<file path="config.mk">
export PLATFORM = sky130hd
export DESIGN_NAME = score_keeper
export DESIGN_NICKNAME = d
export VERILOG_FILES = /design/src/rtl/score_keeper.sv
export SDC_FILE = /design/constraint.sdc
export NUM_CORES = 1
export LEC_CHECK = 0
export BUFFER_PORTS_ARGS = -buffer_cell sky130_fd_sc_hd__clkbuf_2
export CAP_MARGIN = 20
export CORE_AREA = 2 2 53 55
export DETAILED_ROUTE_END_ITERATION = 16
export DIE_AREA = 0 0 55 57
export HOLD_SLACK_MARGIN = 0.1
export PLACE_DENSITY_LB_ADDON = 0.08
export SLEW_MARGIN = 20
export SYNTH_ARGS = -nofsm -noshare
export SYNTH_HDL_FRONTEND = slang
export SYNTH_SLANG_ARGS = --single-unit
</file>
<file path="constraint.sdc">
create_clock -name clk -period 2.1 [get_ports clk]
set_input_delay 0.42 -clock clk [delete_from_list [all_inputs] [get_ports clk]]
set_output_delay 0.42 -clock clk [all_outputs]
set_load 0.005 [all_outputs]
</file>
<file path="src/rtl/score_keeper.sv">
// Round-by-round score keeper: accepts judge results, tracks round/win/lose and reports the final winner.
// Optional macro DRAW_REPLAY_EN: a drawn round is replayed instead of counted.
module score_keeper #(
   parameter int MAX_ROUNDS = 8
) (
   input  logic       clk,
   input  logic       reset_n,
   input  logic       start,
   input  logic       res_valid,
   input  logic [1:0] res,
   output logic       res_ready,
   input  logic       fin,
   output logic [3:0] round,
   output logic [3:0] win,
   output logic [3:0] lose,
   output logic       game_over,
   output logic [1:0] winner,
   output logic       err
);

   localparam logic [3:0] MAX_R = 4'(MAX_ROUNDS);

   localparam logic [1:0] CODE_ILLEGAL = 2'b00;
   localparam logic [1:0] CODE_DRAW    = 2'b01;
   localparam logic [1:0] CODE_P1      = 2'b10;
   localparam logic [1:0] CODE_P2      = 2'b11;

   typedef enum logic [1:0] {IDLE, PLAY, CHECK, DONE} state_t;

   state_t     state_q;
   logic [3:0] round_q, win_q, lose_q;
   logic [3:0] round_d, win_d, lose_d;
   logic       res_ready_q;
   logic       game_over_q;
   logic [1:0] winner_q;
   logic       err_q;
   logic       xfer;

   assign xfer = res_valid && res_ready_q;

   // Counter values that a transfer in PLAY would commit.
   always_comb begin
      round_d = round_q;
      win_d   = win_q;
      lose_d  = lose_q;
      case (res)
         CODE_P1: begin
            win_d   = win_q + 4'd1;
            round_d = round_q + 4'd1;
         end
         CODE_P2: begin
            lose_d  = lose_q + 4'd1;
            round_d = round_q + 4'd1;
         end
         CODE_DRAW: begin
`ifdef DRAW_REPLAY_EN
            round_d = round_q;
`else
            round_d = round_q + 4'd1;
`endif
         end
         default: begin
            round_d = round_q;
         end
      endcase
   end

   always_ff @(posedge clk or negedge reset_n) begin
      if (!reset_n) begin
         state_q     <= IDLE;
         round_q     <= 4'd0;
         win_q       <= 4'd0;
         lose_q      <= 4'd0;
         res_ready_q <= 1'b0;
         game_over_q <= 1'b0;
         winner_q    <= 2'b00;
         err_q       <= 1'b0;
      end else begin
         err_q <= 1'b0;
         case (state_q)
            IDLE, DONE: begin
               if (start) begin
                  state_q     <= PLAY;
                  round_q     <= 4'd0;
                  win_q       <= 4'd0;
                  lose_q      <= 4'd0;
                  res_ready_q <= 1'b1;
                  game_over_q <= 1'b0;
                  winner_q    <= 2'b00;
               end
            end
            PLAY: begin
               if (xfer) begin
                  if (res == CODE_ILLEGAL) begin
                     // Illegal code is consumed but scores nothing; keep accepting.
                     err_q <= 1'b1;
                  end else begin
                     state_q     <= CHECK;
                     res_ready_q <= 1'b0;
                     round_q     <= round_d;
                     win_q       <= win_d;
                     lose_q      <= lose_d;
                  end
               end
            end
            CHECK: begin
               if (fin || round_q == MAX_R) begin
                  state_q     <= DONE;
                  game_over_q <= 1'b1;
                  if (win_q > lose_q)
                     winner_q <= CODE_P1;
                  else if (lose_q > win_q)
                     winner_q <= CODE_P2;
                  else
                     winner_q <= CODE_DRAW;
               end else begin
                  state_q     <= PLAY;
                  res_ready_q <= 1'b1;
               end
            end
            default: begin
               state_q     <= IDLE;
               res_ready_q <= 1'b0;
            end
         endcase
      end
   end

   assign res_ready = res_ready_q;
   assign round     = round_q;
   assign win       = win_q;
   assign lose      = lose_q;
   assign game_over = game_over_q;
   assign winner    = winner_q;
   assign err       = err_q;

endmodule
</file>
# --- Word-level counts from Yosys, hierarchy flattened ---
# Index checks and enable logic that the tools add are counted.
totals:
  reg_bits: 19
  in_bits: 7
  out_inout_bits: 17
  elab_cells: 76
classes:
  add_sub_neg: 3
  n_lt_le_gt_ge: 2
  eq_ne: 15
  muxes: 34
  n_reduce_logical: 14
op_table:
  columns: ["operator", "count"]
  rows:
  - ["4-bit 2-to-1 mux", 10]
  - ["4-bit one-hot mux with 2 select lines", 3]
  - ["2-bit 2-to-1 mux", 8]
  - ["5-bit AND reduction", 3]
  - ["4-bit by 1-bit adder with 4-bit output, second input constant", 3]
  - ["2-bit inequality test, second input constant", 6]
  - ["1-bit 2-to-1 mux", 9]
  - ["2-bit equality test, second input constant", 4]
  - ["4-bit greater-than comparator", 2]
  - ["2-bit one-hot mux with 3 select lines", 1]
  - ["3-bit AND reduction", 2]
  - ["2-bit by 1-bit equality test with 1-bit output, second input constant", 2]
  - ["4-bit equality test, second input constant", 1]
  - ["2-bit zero test", 2]
  - ["2-bit by 1-bit inequality test with 1-bit output, second input constant", 2]
  - ["2-bit one-hot mux with 2 select lines", 1]
  - ["4-bit AND reduction", 1]
  - ["2-bit nonzero test", 2]
  - ["1-bit one-hot mux with 3 select lines", 1]
  - ["3-bit OR reduction", 1]
  - ["1-bit one-hot mux with 2 select lines", 1]
  - ["2-bit OR reduction", 1]
  - ["1-bit logical AND", 1]
  - ["1-bit logical OR", 1]

# --- Longest topological paths before layout ---
# Gate-level depths: netlist (run 1).
depth:
  ltp_word: 6
  ltp_mapped: 8
  depth_no_buf: 6

# --- Worst setup path before layout (run 1) ---
# OpenSTA, ideal clock, no wires.
synth_timing:
  path_kind: "register -> register"
  start: "register state_q[0]"
  end: "register lose_q[3] (netlist: lose[3])"
  setup_time_ns: 0.069
  t_arrival_ns: 1.716
  t_required_ns: 2.031
  path_slack_ns: 0.315
  path_stages_with_launch: 8
  path_buffers: 1
  synth_period_minus_slack_ns: 1.785
  path_cell_list: "dfrtp_1 > inv_1 > ha_1 > buf_4 > mux2i_1 > a21o_1 > or4_1 > nand3_1"
synth_between:
  elab_chain_cells: 4
  elab_cells_between_ends: 11
  classes_between: "eq/ne (6); mux (1); reduce/logical (4)"
synth_rtl:
  columns: ["item", "line_no", "rtl"]
  rows:
  - ["from (decl)", "30", "state_t state_q;"]
  - ["from (signal assigned)", "70", "state_q <= IDLE;"]
  - ["from (signal assigned)", "83", "state_q <= PLAY;"]
  - ["from (signal assigned)", "98", "state_q <= CHECK;"]
  - ["2-bit equality test / 2-bit zero test (equally long branches)", "80", "case (state_q)"]
  - ["2-bit OR reduction", "80", null]
  - ["2-bit inequality test (no line) / 2-bit nonzero test (equally long branches)", null, null]
  - ["5-bit AND reduction (no line)", null, null]
  - ["to (signal assigned)", "102", "lose_q <= lose_d;"]
  - ["to (decl)", "31", "logic [3:0] round_q, win_q, lose_q;"]
# Parallel ways exist; a longest one is shown, timed or not.
# A chain may end at the register's enable or synchronous reset.

# --- Worst setup path after layout (run 1) ---
# Ends and elaborated chain as after synthesis.

==> key figures, run 1 <==
Floorplanning
  – Core area: 2620 sq um
  – Die X: 55 microns
  – Die Y: ~57 microns
  – Num rows: 19
  – Die area: 3140 sq um
  – Initial Util: around 45%
  – Num ports: 24

Clock tree
  – Htree depth: 1
  – CTS tree: yes
  – Root buffer cell: clkbuf_4
  – Clk sinks: 19
  – Total CTS buffers: 3
  – Clock Latency Late Sink: about 0.30 ns
  – Maximum root-to-sink buffer count: 2
  – Worst-path clk slew: 0.12 ns

Critical path
  – Crit end category: register
  – R2R cell count: 6
  – Crit Path Max Fanout: 9
  – R2R Setup Slk: 0.17 ns
  – WP data arrival: 2.18 ns
  – Crit Path Category: reg -> reg
  – Crit path max-delay cell type: or4_1
  – Slowest stage delay, CP: 0.47 ns
  – Startpoint types: register
  – WP data required: 2.35 ns
  – CP cell instances: inv_1, ha_1, mux2i_1, a21o_2, or4_1, nand3_1

STA
  – Max Clk Rate: 517 MHz
  – Final min period: 1.93 ns
  – Fin Clk Skew: around 0.0028 ns
  – Final hold vios: 0
  – Final Max Slew Viols: 0
  – Final Setup Violations: 0
  – Worst-case headroom to the max-slew limit: 68.2%
  – Final TNS setup: 0 ns
  – Crit share post-route: ~92%
  – RSZ-0062 raised after global routing: false
  – Slew @ Worst Pin: approximately 0.48 ns

Cells and area
  – Final core occ: 53.5%
  – Layout cells sized above 1: 21.6%
  – Final non-filler cell total: 193
  – Post-layout nets: roughly 180
  – Antenna cells: 0
  – Area Overhead vs Synth: 18.3%

GRT
  – Vias in the first global route: 964
  – Initial antenna violation count: 0
  – Global-route wire length before repair: about 4500 microns
  – GRT Max-Usage Layer: met1
  – Gr usage total: 19.5%
  – Met2 GRT Util: 28.1%
  – Gr ovfl total: 0
  – M1 GR Usage: 29.8%
  – Largest net degree at the start of global routing: 20
  – Global Route met3 Usage: 3.14%

Logic synthesis
  – Yosys Warn Count: 0
  – Synthesized-area fraction occupied by adder cells: 11.6%
  – Syn nets: 150
  – Area contributors post-synth: dfrtp_1 40%, ha_1 12%, nand2_1 6.0%
  – Largest family of logic cells by synthesized area: compound AO/OA/AOI/OAI gates
  – Synthesized flop and latch total: 19
  – Seq/Total Area, Yosys: roughly two fifths
  – Post-synth top area share: 40.2%
  – Mapped cell area: 1180 sq um
  – XOR/XNOR Fraction of Synth Area: 0%
  – Syn avg cell area: approximately 9 sq um
  – Compound-Gate Fraction of Synth Area: 20.8%
  – Simple-Gate Fraction of Synth Area: 19.6%
  – Number of library cell types mapped by synthesis: 34
  – Yosys top cell by area: dfrtp_1
  – Mux contribution to synthesized area: 2.64%
  – Cell count after synthesis: approximately 130

Route
  – DR iter-0 viols: 23
  – # DRC: 0
  – DR vias: roughly 1.1k
  – DR pass1 iterations: 4
  – DRT Wirelength: 2680 microns
  – WL per Instance: 13.9 microns
  – Vias per cell: 5.61
  – Post-detailed-route count of antenna-violating nets: 0

Placed design
  – Port bufs: 23
  – Placed Cells: 188
  – Hpwl dp: just over 2000 microns
  – RePlAce Congestion: 0.780

Pwr
  – Leakage: 0.687 nW
  – VDD IR max: 0.330 mV
  – Pwr Density: 422 nW/um^2

Hold path
  – Worst Hold Depth: 3
  – Hold Path Class: in -> reg

Run
  – Max-Cap Viols: 0

Run status
  – Status: finished clean
[worst max-delay path: cells and delay by family, from the launching register on]
kind	cells	cell delay [ns]
buffers and inverters	1	0.07
adder cells (fa/ha/maj)	1	0.40
multiplexers	1	0.18
AO/OA/AOI/OAI	1	0.27
flip-flops	1	0.40
AND/OR/NAND/NOR	2	0.56
[state kept, by name, summed over array words and instances, names as in the netlist]
signal,count
res_ready,1
state_q,2
win,4
round,4
game_over,1
lose,4
winner,2
err,1
[report_power, final]
group / internal (mW) / switching (mW)
combinational: 0.00775 / 0.0184
clock: 0.0739 / 0.125
sequential: 0.366 / 0
[area by class of cell]
cell class | instances | area, sq um
Fill cell | 257 | 1210
Multi-Input combinational cell | 98 | 648
Sequential cell | 19 | 475
Tap cell | 31 | 38.8
Clock buffer | 4 | 26.3
Timing Repair Buffer | 30 | 170
Inverter | 11 | 41.3
[final timing paths]
check,from,end
worst max register to register,state_q[0],lose[3]
worst max-delay path,state_q[0],lose[3]
max in group asynchronous,reset_n,state_q[0]
min in group asynchronous,reset_n,win[1]
worst min register to register,win[3],win[3]
worst min-delay path,res_valid,err
[stage by stage]
step           area [sq um]  setup slack (ns)  total power [mW]  hold slack, ns
5_1_grt                1400            0.0444             0.617           0.326
4_1_cts                1400             0.152             0.593           0.335
2_1_floorplan          1180             0.315             0.379           0.124
3_5_place_dp           1360             0.185             0.398           0.408
6_report               1400             0.166             0.590           0.338
3_3_place_gp           1360             0.258             0.398           0.405
[kinds of logic after synthesis]
group	count (synthesis)
compound gates	38
fa+ha+maj	11
mux	3
buf+inv	15
simple gates	46
flops	19
[repair_timing]
item                                    in CTS  in global routing
endpoints found under the hold margin       19                  0
buffers inserted                             0                  0
resized for setup                            0                  1
endpoints found under the setup margin       0                  2
hold buffers                                 1                  0
[cells in the final DEF (no fill, tap or decap), types with 6 or more instances in the layout]
cell and count:
o21ai_0 12, dfrtp_1 19, a21oi_1 8, nand2_1 19
inv_1 11, ha_1 11, clkbuf_2 23, nand3_1 7
buf_4 6
[metal layers]
metal  up-vias  part of all wire [%]
met4         0                  0.86
li1        543                     -
met1       516                    50
met3         2                   4.3
met5         -                     0
met2        21                    45
[cells in the mapped netlist, drive strengths merged]
cell type,n
o311ai,2
nor2b,3
nand3,7
a22oi,1
buf,2
and3b,1
nor2,2
nand2b,1
ha,11
a221oi,1
mux2,1
nand3b,1
nor4,4
nand4,2
a2111oi,2
a21oi,8
o21a,1
and2,1
clkbuf,2
or4,1
inv,11
a21o,2
mux2i,2
nand2,19
dfrtp,19
a31oi,1
or3,4
o211ai,2
a311o,1
o21ai,14
o221ai,3
No activity file was read; power rests on OpenSTA's default activity.
==> run 2, diff against run 1 <==
--- a/config.mk
+++ b/config.mk
@@ -7,9 +7,9 @@
 export LEC_CHECK = 0
 export BUFFER_PORTS_ARGS = -buffer_cell sky130_fd_sc_hd__clkbuf_2
 export CAP_MARGIN = 20
-export CORE_AREA = 2 2 53 55
+export CORE_AREA = 2 2 52 54
 export DETAILED_ROUTE_END_ITERATION = 16
-export DIE_AREA = 0 0 55 57
+export DIE_AREA = 0 0 54 56
 export HOLD_SLACK_MARGIN = 0.1
 export PLACE_DENSITY_LB_ADDON = 0.08
 export SLEW_MARGIN = 20
==> run 2 against run 1 <==
Design area decreased by 0.71%. Wire length decreased by 1.8%. Clock skew increased by 0.0037 ns. Cell count decreased by 1.0%. Power decreased by 0.12%. Worst hold slack got worse by 0.0081 ns. Setup slack improved by 0.019 ns. Non-clock buffer count decreased by 1. First-iteration DRC count decreased by 26%. Maximum frequency increased by 0.99%. Clock power about the same. Critical path type unchanged. Largest power group unchanged. Highest routed layer unchanged.
==> key figures, run 2 (synthesis gave the netlist of run 1 again) <==
Critical path
  – Crit Path Category: reg -> reg
  – WP data arrival: 2.15 ns (-0.03 ns)
  – Crit end category: register
  – Most frequent CP cell: or3_1
  – Crit path to: win[3]
  – WP data required: 2.34 ns (about the same)
  – Startpoint types: register
  – Crit path launch: state_q[0]
  – R2R cell count: 6 (unchanged)
  – Crit Path Max Fanout: 7 (-2)
  – RR Startpoint: state_q[0]
  – R2R Setup Slk: 0.19 ns (+0.02 ns)
  – Capturing point of the worst reg2reg path: win[3]
  – Crit path max-delay cell type: dfrtp_1
  – CP cell instances: inv_1, ha_1, mux2i_1, or3_1, or3_1, o21ai_1
  – Slowest stage delay, CP: 0.40 ns (-0.07 ns)

GRT
  – Largest net degree at the start of global routing: 20 (unchanged)
  – Global-route wire length before repair: 4320 microns (-3.1%)
  – Gr ovfl total: 0 (unchanged)
  – Initial antenna violation count: 0 (unchanged)
  – Vias in the first global route: 988 (+2.5%)
  – Gr usage total: 19.0% (-0.57 points)

Floorplanning
  – Core area: 2430 sq um (-7.0%)
  – Die X: 54 microns (-1.8%)
  – Num ports: 24 (unchanged)
  – Num rows: 18 (-1)
  – Die area: 3020 sq um (-3.5%)
  – Initial Util: 48.7% (+3.4 points)
  – Die Y: 56 microns (-1.8%)

STA
  – Final setup margin: 0.185 ns (+0.0189 ns)
  – Crit share post-route: 91.2% (-0.90 points)
  – Max Clk Rate: 522 MHz (+0.99%)
  – Final Max Slew Viols: 0 (unchanged)
  – WHS: 0.330 ns (-0.00809 ns)
  – Fin Clk Skew: 0.00646 ns (+0.00368 ns)
  – Final Setup Violations: 0 (unchanged)
  – Worst-case headroom to the max-slew limit: 66.4% (-1.8 points)
  – Final hold vios: 0 (unchanged)
  – Final min period: 1.91 ns (-0.0189 ns)
  – Slew @ Worst Pin: 0.504 ns (+0.0273 ns)
  – RSZ-0062 raised after global routing: false
  – Final TNS setup: 0 ns (unchanged)

Placed design
  – Post-place setup slack: 0.190 ns (+0.00480 ns)
  – Placed cell area: 1350 sq um (-0.64%)
  – Placed Cells: 186 (-1.1%)
  – Hpwl dp: 1970 microns (-2.2%)
  – Port bufs: 23 (unchanged)
  – RePlAce Congestion: 0.777 (-0.41%)

Route
  – WL per Instance: 13.8 microns (-0.72%)
  – DRT Wirelength: 2640 microns (-1.8%)
  – DR pass1 iterations: 4 (unchanged)
  – DR iter-0 viols: 17 (-26%)
  – DR vias: 1,063 (-1.8%)
  – Post-detailed-route count of antenna-violating nets: 0 (unchanged)
  – # DRC: 0 (unchanged)
  – Vias per cell: 5.57 (-0.73%)

Cells and area
  – Antenna cells: 0 (unchanged)
  – Most common cell after layout, fill and taps aside: clkbuf_2
  – Area Overhead vs Synth: 17.4%
  – Layout cells sized above 1: 20.5% (-1.1 points)
  – Final non-filler cell total: 191 (-1.0%)
  – Register Area: 475 sq um (unchanged)
  – Commonest cells after routing, fill and taps aside: 23 x clkbuf_2, 19 x nand2_1, 19 x dfrtp_1
  – Filler cells: 221 (-14%)
  – Final instance area: 1390 sq um (-0.71%)
  – Post-layout nets: 180 (-0.55%)
  – Area of the multi-input gates: 647 sq um (-0.19%)

Hold path
  – Hold Path Class: in -> reg
  – Worst Hold Depth: 3 (unchanged)

Clock tree
  – Setup Buffers After CTS: 0 (unchanged)
  – Post-CTS Resized: 0 (unchanged)
  – Htree depth: 1 (unchanged)
  – CTS tree: yes
  – Maximum root-to-sink buffer count: 2 (unchanged)
  – Clock Latency Late Sink: 0.30 ns (about the same)
  – CTS Hold Bufs: 1 (unchanged)
  – Root buffer cell: clkbuf_4
  – Clk sinks: 19 (unchanged)
  – Total CTS buffers: 3 (unchanged)
  – Worst-path clk slew: 0.12 ns (about the same)

Pwr
  – Leakage: 0.681 nW (-0.86%)
  – Pwr Density: 424 nW/um^2 (+0.60%)
  – VDD IR max: 0.329 mV (-0.48%)

Run
  – Max-Cap Viols: 0 (unchanged)

Run status
  – Status: finished clean
## run 2: power by group
group          leakage [nW]  internal, mW  switching [mW]
clock                0.0150        0.0741           0.123
combinational         0.427       0.00775          0.0186
sequential            0.239         0.366               0
total                 0.681         0.448           0.142
## run 2: area by class of cell
cell class,count,share of cell area [%]
multi-input combinational,98,46.5
sequential,19,34.2
timing repair buffer,29,11.7
inverter,11,2.97
tap,30,2.70
clock buffer,4,1.89
## run 2: worst min path at each step
stage	startpoint	endpoint	slack, ns
2_1_floorplan	reset_n	err	0.12
3_3_place_gp	reset_n	win[1]	0.40
4_1_cts	res[1]	err	0.33
5_1_grt	res[1]	err	0.34
3_5_place_dp	reset_n	win[1]	0.42
6_report	res_valid	err	0.33
## run 2: critical path: cells and delay by family (launching register included)
kind	cells	cell delay, ns
simple gates	2	0.73
buf+inv	1	0.07
mux	1	0.18
compound gates	1	0.08
fa+ha+maj	1	0.39
flops	1	0.40
## run 2: metrics by stage
step,utilization [%],power [mW]
2_1_floorplan,-,0.379
3_3_place_gp,55.7,0.398
3_5_place_dp,55.7,0.398
4_1_cts,57.2,0.597
5_1_grt,57.2,0.608
6_report,57.2,0.590
## run 2: metal layers
layer | GRT usage [%] | vias to the layer above | wire length [microns]
li1 | - | 550 | -
met1 | 25.8 | 494 | 1290
met2 | 29.8 | 17 | 1250
met3 | 2.42 | 2 | 88
met4 | 7.50 | 0 | 12
met5 | 0 | - | 0
==> run 3, diff against run 2 <==
--- a/config.mk
+++ b/config.mk
@@ -7,9 +7,9 @@
 export LEC_CHECK = 0
 export BUFFER_PORTS_ARGS = -buffer_cell sky130_fd_sc_hd__clkbuf_2
 export CAP_MARGIN = 20
-export CORE_AREA = 2 2 52 54
+export CORE_AREA = 2 2 79 62
 export DETAILED_ROUTE_END_ITERATION = 16
-export DIE_AREA = 0 0 54 56
+export DIE_AREA = 0 0 81 64
 export HOLD_SLACK_MARGIN = 0.1
 export PLACE_DENSITY_LB_ADDON = 0.08
 export SLEW_MARGIN = 20
==> run 3 against run 2 <==
Power grew 11%. Cell count grew 14%. Worst hold slack lost 0.21 ns. Largest power group unchanged. Design area grew 3.7%. Flip-flop and latch count is the same. Register-to-register slack gained 0.11 ns. Clock-buffer cell count shrank 1. Sequential power is essentially flat. Setup slack gained 0.11 ns. Core utilization shrank 24 points. Combinational power shrank 4%.
==> key figures, run 3 (synthesis gave the netlist of run 1 again) <==
Floorplanning
  – Die Y: 64 microns (+14%)
  – Num rows: 21 (+3)
  – Die X: 81 microns (+50%)
  – Initial Util: 27.1% (-22 points)
  – Core area: 4360 sq um (+79%)
  – Num ports: 24 (unchanged)
  – Die area: 5180 sq um (+71%)

Route
  – DR pass1 iterations: 4 (unchanged)
  – WL per Instance: 13.5 microns (-2.2%)
  – DR vias: 1,084 (+2.0%)
  – Post-detailed-route count of antenna-violating nets: 0 (unchanged)
  – Vias per cell: 4.97 (-11%)
  – DR iter-0 viols: 36 (+19)
  – # DRC: 0 (unchanged)
  – DRT Wirelength: 2940 microns (+12%)

STA
  – RSZ-0062 raised after global routing: false
  – Max Clk Rate: 553 MHz (+5.8%)
  – Final Max Slew Viols: 0 (unchanged)
  – Final min period: 1.81 ns (-0.106 ns)
  – Crit share post-route: 86.1% (-5.0 points)
  – Fin Clk Skew: 0.00191 ns (-0.00455 ns)
  – Slew @ Worst Pin: 0.509 ns (+0.00515 ns)
  – Final TNS setup: 0 ns (unchanged)
  – Worst-case headroom to the max-slew limit: 66.1% (-0.34 points)
  – Final Setup Violations: 0 (unchanged)
  – Final hold vios: 0 (unchanged)

Placed design
  – Port bufs: 23 (unchanged)
  – Hpwl dp: 2240 microns (+14%)
  – RePlAce Congestion: 0.886 (+14%)

Critical path
  – RR Startpoint: state_q[0]
  – Crit Path Max Fanout: 9 (+2)
  – Slowest stage delay, CP: 0.48 ns (+0.08 ns)
  – WP data required: 2.30 ns (-0.04 ns)
  – Crit path to: lose[3]
  – Startpoint types: register
  – Crit Path Category: reg -> reg
  – R2R Setup Slk: 0.29 ns (+0.11 ns)
  – CP cell instances: inv_1, ha_1, mux2i_1, a21o_1, or4_1, nand3_1
  – R2R cell count: 6 (unchanged)
  – Crit end category: register
  – Crit path max-delay cell type: or4_1
  – Capturing point of the worst reg2reg path: lose[3]
  – WP data arrival: 2.01 ns (-0.14 ns)
  – Crit path launch: state_q[0]

GRT
  – Gr usage total: 12.9% (-6.0 points)
  – Gr ovfl total: 0 (unchanged)
  – Global-route wire length before repair: 5210 microns (+21%)
  – Vias in the first global route: 1,085 (+9.8%)
  – Largest net degree at the start of global routing: 20 (unchanged)
  – Initial antenna violation count: 0 (unchanged)

Clock tree
  – Worst-path clk slew: 0.08 ns (-0.04 ns)
  – Clk sinks: 19 (unchanged)
  – Total CTS buffers: 3 (unchanged)
  – Clock Latency Late Sink: 0.26 ns (-0.04 ns)
  – Htree depth: 1 (unchanged)
  – Root buffer cell: clkbuf_8
  – CTS Hold Bufs: 0 (-1)
  – Maximum root-to-sink buffer count: 2 (unchanged)
  – CTS tree: yes
  – Post-CTS Resized: 0 (unchanged)
  – Setup Buffers After CTS: 0 (unchanged)

Cells and area
  – Area Overhead vs Synth: 21.8%
  – Final core occ: 33.0% (-24 points)
  – Layout cells sized above 1: 21.7% (+1.2 points)
  – Antenna cells: 0 (unchanged)
  – Post-layout nets: 180 (unchanged)
  – Filler cells: 471 (+110%)
  – Commonest cells after routing, fill and taps aside: 23 x clkbuf_2, 19 x nand2_1, 19 x dfrtp_1
  – Area of the multi-input gates: 647 sq um (unchanged)
  – Most common cell after layout, fill and taps aside: clkbuf_2
  – Register Area: 475 sq um (unchanged)

Hold path
  – Hold Path Class: in -> async

Pwr
  – Switching Power: 0.151 mW (+6.6%)
  – Tot Pwr: 0.656 mW (+11%)
  – Switching Fraction: 23.1% (-0.99 points)
  – Pwr Density: 455 nW/um^2 (+7.2%)
  – VDD IR max: 0.188 mV (-43%)
  – Clock share of power: 40.4% (+6.9 points)
  – Sequential power share: 55.7% (-6.3 points)
  – Comb power frac: 3.9% (-0.6 points)
  – Leakage: 0.695 nW (+1.9%)
  – Int Pwr: 0.504 mW (+13%)

Run status
  – Status: finished clean

Run
  – Max-Cap Viols: 0 (unchanged)
-- run 3: cell count changes in the layout (fill, tap and decap cells not counted) --
cell	change
clkbuf_4	-3
clkbuf_8	+3
buf_4	+1
clkbuf_1	-1
clkinv_2	+1
dlygate4sd3_1	-1
-- run 3: through the flow --
| stage | setup WS [ns] | cells | hold slack, ns | cell area [sq um] |
|---|---|---|---|---|
| after floorplan | 0.315 | 132 | 0.124 | 1180 |
| after global placement | 0.342 | 214 | 0.425 | 1400 |
| after detailed placement | 0.302 | 214 | 0.439 | 1400 |
| after CTS | 0.285 | 218 | 0.138 | 1440 |
| after global routing | 0.156 | 218 | 0.148 | 1440 |
| final | 0.291 | 218 | 0.115 | 1440 |
-- run 3: worst min path at each step --
stage            start  endpoint  slack (ns)
2_1_floorplan  reset_n       err        0.12
3_3_place_gp   reset_n   lose[0]        0.42
3_5_place_dp   reset_n   lose[0]        0.44
4_1_cts        reset_n   lose[0]        0.14
5_1_grt        reset_n   lose[0]        0.15
6_report       reset_n    win[0]        0.12
-- run 3: layout make-up --
| type | instances | area share, % |
|---|---|---|
| Multi-Input combinational cell | 98 | 44.9 |
| Sequential cell | 19 | 33.0 |
| Timing Repair Buffer | 29 | 11.1 |
| Tap cell | 57 | 4.95 |
| Clock buffer | 3 | 2.86 |
| Inverter | 11 | 2.86 |
| Clock inverter | 1 | 0.347 |
-- run 3: worst max-delay path: cells and delay by family (launching register included) --
kind | cells | cell delay, ns
AOI/OAI and AO/OA | 1 | 0.25
and+or+nand+nor | 2 | 0.57
adders and majority gates | 1 | 0.32
muxes | 1 | 0.16
DFF | 1 | 0.38
buffers and inverters | 1 | 0.07
-- run 3: per-layer routing --
layer  vias to the layer above  wire (microns)  part of all wire, %  GRT usage, %
li1                        541               -                    -             -
met1                       509            1560                   53          19.3
met2                        32            1230                   42          18.7
met3                         2             137                  4.7          3.81
met4                         0              18                 0.61          1.91
met5                         -               0                    0             0
-- run 3: power by group through the flow --
stage               Clock, mW  Combinational [mW]  Sequential [mW]
floorplan                   0             0.00641            0.373
global placement            0              0.0261            0.373
detailed placement          0              0.0269            0.373
CTS                     0.280              0.0266            0.365
global route            0.299              0.0302            0.366
finish                  0.265              0.0253            0.365
